[config.mk]
export PLATFORM = sky130hd
export DESIGN_NAME = mux_arbiter
export DESIGN_NICKNAME = d
export VERILOG_FILES = /design/src/rtl/mux_arbiter.sv
export SDC_FILE = /design/constraint.sdc
export NUM_CORES = 1
export LEC_CHECK = 0
export ABC_AREA = 1
export BUFFER_PORTS_ARGS = -buffer_cell sky130_fd_sc_hd__buf_4
export CORE_MARGIN = 1.5
export CORE_UTILIZATION = 43
export DETAILED_ROUTE_END_ITERATION = 6
export GPL_ROUTABILITY_DRIVEN = 0
export PLACE_DENSITY = 0.87
export SYNTH_ARGS = -nofsm -noshare
export SYNTH_HDL_FRONTEND = slang
export SYNTH_SLANG_ARGS = --single-unit
[constraint.sdc]
create_clock -name clk -period 4 [get_ports clk]
set_input_delay 0.2 -clock clk [delete_from_list [all_inputs] [get_ports clk]]
set_output_delay 0.2 -clock clk [all_outputs]
set_load 0.005 [all_outputs]
[src/rtl/mux_arbiter.sv]
// Round-robin arbiter granting one of 2**SELECT_WIDTH requesters a shared mux path.
// Define ARB_TIMEOUT_EN to force release after MAX_HOLD cycles of continuous ownership.
module mux_arbiter #(
    parameter int WIDTH        = 16,
    parameter int SELECT_WIDTH = 2,
    parameter int MAX_HOLD     = 16
) (
    input  logic                          clk,
    input  logic                          reset,
    input  logic [2**SELECT_WIDTH-1:0]    request,
    input  logic [WIDTH-1:0]              data_in [2**SELECT_WIDTH],
    output logic [2**SELECT_WIDTH-1:0]    grant,
    output logic [SELECT_WIDTH-1:0]       index,
    output logic                          busy,
    output logic [WIDTH-1:0]              data_out,
    output logic                          timeout
);

    localparam int N = 2**SELECT_WIDTH;

    localparam logic [0:0] IDLE = 1'b0;
    localparam logic [0:0] BUSY = 1'b1;

    if (MAX_HOLD < 2 || MAX_HOLD > 255) begin : g_bad_max_hold
        $error("mux_arbiter: MAX_HOLD must be in 2..255");
    end

    logic [0:0]              state_q;
    logic [SELECT_WIDTH-1:0] ptr_q;
    logic [SELECT_WIDTH-1:0] index_q;
    logic [N-1:0]            grant_q;
    logic [SELECT_WIDTH-1:0] winner;
    logic [SELECT_WIDTH-1:0] cand;
    logic                    force_rel;

    // First set request bit scanning upward from ptr; index arithmetic wraps mod N.
    always_comb begin
        winner = ptr_q;
        cand   = ptr_q;
        for (int i = N - 1; i >= 0; i--) begin
            cand = ptr_q + SELECT_WIDTH'(i);
            if (request[cand]) begin
                winner = cand;
            end
        end
    end

`ifdef ARB_TIMEOUT_EN
    logic [7:0] hold_cnt_q;
    logic       timeout_q;

    assign force_rel = (hold_cnt_q == 8'(MAX_HOLD - 1));

    always_ff @(posedge clk) begin
        if (reset) begin
            hold_cnt_q <= 8'd0;
            timeout_q  <= 1'b0;
        end else begin
            timeout_q <= (state_q == BUSY) && force_rel && request[index_q];
            if (state_q == BUSY) begin
                hold_cnt_q <= hold_cnt_q + 8'd1;
            end else begin
                hold_cnt_q <= 8'd0;
            end
        end
    end

    assign timeout = timeout_q;
`else
    assign force_rel = 1'b0;
    assign timeout   = 1'b0;
`endif

    always_ff @(posedge clk) begin
        if (reset) begin
            state_q <= IDLE;
            ptr_q   <= '0;
            index_q <= '0;
            grant_q <= '0;
        end else begin
            case (state_q)
                IDLE: begin
                    if (|request) begin
                        index_q <= winner;
                        grant_q <= N'(1) << winner;
                        state_q <= BUSY;
                    end
                end
                default: begin
                    // Release always passes through IDLE, so new requests wait one edge.
                    if (!request[index_q] || force_rel) begin
                        grant_q <= '0;
                        ptr_q   <= index_q + SELECT_WIDTH'(1);
                        state_q <= IDLE;
                    end
                end
            endcase
        end
    end

    assign grant    = grant_q;
    assign index    = index_q;
    assign busy     = (state_q == BUSY);
    assign data_out = busy ? data_in[index_q] : '0;

endmodule
==> run summary <==
Status: finished, final reports clean
Core area: 2540 sq um
Metal3 WL: 355 microns
Drt pass-1 iters: 4
Final Hold Slack: 0.168 ns
Gr usage total: 27.9%
Die area: 3090 sq um
H-tree levels: 1
Worst setup EP type: primary output
Avg WL per Cell: 13.0 microns
Clk_skew: 0.00110 ns
Hpwl dp: 3.38 mm
Antenna violations before repair: 0
Share of cells above drive strength 1: 35.4%
Slew HR: 44.8%
Hold Violations, Final: 0
DR WL met2: 2.14 mm
Largest net degree at the start of global routing: 39
Metal-1 WL: 1.95 mm
Pwr Total: 0.647 mW
Setup_tns: 0 ns
Tmin final: 2.59 ns
Mapped Nets: 301
Register share of total power: 21.3%
CTS root buf: clkbuf_4
Final period util: 64.6%
Clock share of power: 11.0%
Crit Path Max Fanout: 20
Hold_buf cts: 0
DRC: 0
CP Launch Type: flop
Data arrival, critical path: 2.39 ns
Final Net Count: 385
N_diodes: 0
Reg-to-reg setup timing slack: 1.72 ns
CTS tree: yes
Initial Util: 46.7%
Pwr/cell area: 345 nW/um^2
Required time of the critical path: 3.80 ns
Post-route cell area: 1870 sq um
CP Class: reg2out
Drt first-iter violations: 198
Yosys warning count: 0
Max Fclk: 387 MHz
RSZ-0062 raised after global routing: false
Library cells used by synthesis: 24
DRT Wirelength: 4.48 mm
Yosys reg bits: 9
FF/Latch Area: 180 sq um
Dpl cell area: 1850 sq um
Number of fillers in the final layout: 248
Top sig layer: met4
IR drop worst, VDD: 331 uV
Post-DR vias/cell: 5.19
Num CTS Buffers: 3
Syn Std Cell Area: 1190 sq um
Multi-input logic area: 868 sq um
Final ANT Viol Nets: 0
Setup violators final: 0
Sink Count: 9
Rows: 18
Ports: 94
Slew at the pin closest to its max-slew limit: 0.827 ns
Vias: 1,787
Buffers on Ports: 92
Average size of a mapped cell: 5.14 sq um
Max Cap Viol: 0
Post-synthesis cell count: 231
Die Span Y: 55.6 microns
Fin. max-slew vios: 0
First-pass GRT wire length: 7.13 mm
Hold WC Path Type: in2reg
Pleak: 0.980 nW
Comb power frac: 67.6%
Register area share after synthesis: 15.2%
Vias in the first global route: 1,517
Post-CTS sizing: 0
Post-CTS Setup Bufs: 0
Switching share of power: 46.6%
Layout area overhead: 57.9%
Die span in x: 55.6 microns
Design internal power: 0.346 mW
Grt ovf: 0
Worst skew pair latency: 0.26 ns
Reg clk slew, reported paths: 0.06 ns
Sw power: 0.302 mW
CTS Buffer Depth: 2
## cell usage after synthesis
cell	number	area [sq um]
a211oi_1	3	22.5
a21oi_1	25	125
buf_1	1	3.75
buf_2	3	15.0
buf_4	3	22.5
buf_6	1	11.3
clkbuf_1	6	22.5
clkinv_1	3	11.3
conb_1	1	3.75
dfxtp_1	9	180
inv_1	11	41.3
inv_2	3	11.3
nand2_1	36	135
nand2_2	8	50.1
nand3_1	6	30.0
nand3_2	2	20.0
nand3b_1	1	7.51
nand4_1	4	25.0
nor2_1	66	248
nor2_2	1	6.26
nor4_1	1	6.26
o21ai_0	35	175
o21ai_1	1	5.00
o21ai_2	1	8.76
## flip-flops by register name, summed over array words and instances, names as in the netlist
signal  cells
grant       4
index       2
ptr_q       2
busy        1
## metal layers
metal	up-vias	global-route usage, %
li1	917	-
met1	790	37.8
met2	74	47.3
met3	6	4.68
met4	0	3.83
met5	-	0
## cells by family (layout without fill, tap and decap cells)
kind of cell	count (synthesis)	in the layout	synth area share [%]
simple gates	125	125	44.5
compound gates	65	65	28.3
buf+inv	31	114	11.7
flops	9	9	15.2
other cells	1	1	0.316
## final cells by class
type                       instances  share of cell area [%]
clock buffer                       4                    1.40
inverter                          17                    3.40
sequential                         9                    9.61
timing repair buffer              93                    37.2
tap                               30                    2.00
multi-input combinational        191                    46.3
## power groups by stage
stage                     combinational [mW]  sequential (mW)  clock, mW
after floorplan                        0.292            0.123          0
after global placement                 0.431            0.138          0
after detailed placement               0.436            0.139          0
after CTS                              0.438            0.138     0.0713
after global routing                   0.497            0.141     0.0782
final                                  0.438            0.138     0.0713
## placed cells by master (no fill, tap or decap), types with 2 or more instances in the layout
cell and n:
a211oi_1 3, a21oi_1 25, buf_4 93, clkbuf_4 3, clkinv_1 3, dfxtp_1 9, inv_1 11, inv_2 3
nand2_1 36, nand2_2 8, nand3_1 6, nand3_2 2, nand4_1 4, nor2_1 66, o21ai_0 35
## through the flow
| stage | std cells | worst slack, ns | utilization, % |
|---|---|---|---|
| after floorplan | 231 | 2.62 | - |
| after global placement | 340 | 1.77 | 72.6 |
| after detailed placement | 340 | 1.72 | 72.6 |
| after CTS | 344 | 1.41 | 73.6 |
| after global routing | 344 | 1.17 | 73.6 |
| final | 344 | 1.41 | 73.6 |
## worst paths after layout
| check | startpoint | end | cells after the start |
|---|---|---|---|
| setup reg to reg | index[1] | grant[2] | 7 |
| hold reg to reg | grant[0] | grant[0] | 2 |
| setup / recovery | index[1] | data_out[8] | 5 |
| hold / removal | reset | grant[0] | 2 |
## worst max-delay path: stages (launching register included)
cell and delay (ns):
dfxtp_1 0.77, clkinv_1 0.66, nor2_1 0.25, o21ai_0 0.12, a21oi_1 0.18, buf_4 0.14
Note: power is estimated with default switching activity, not from simulation.
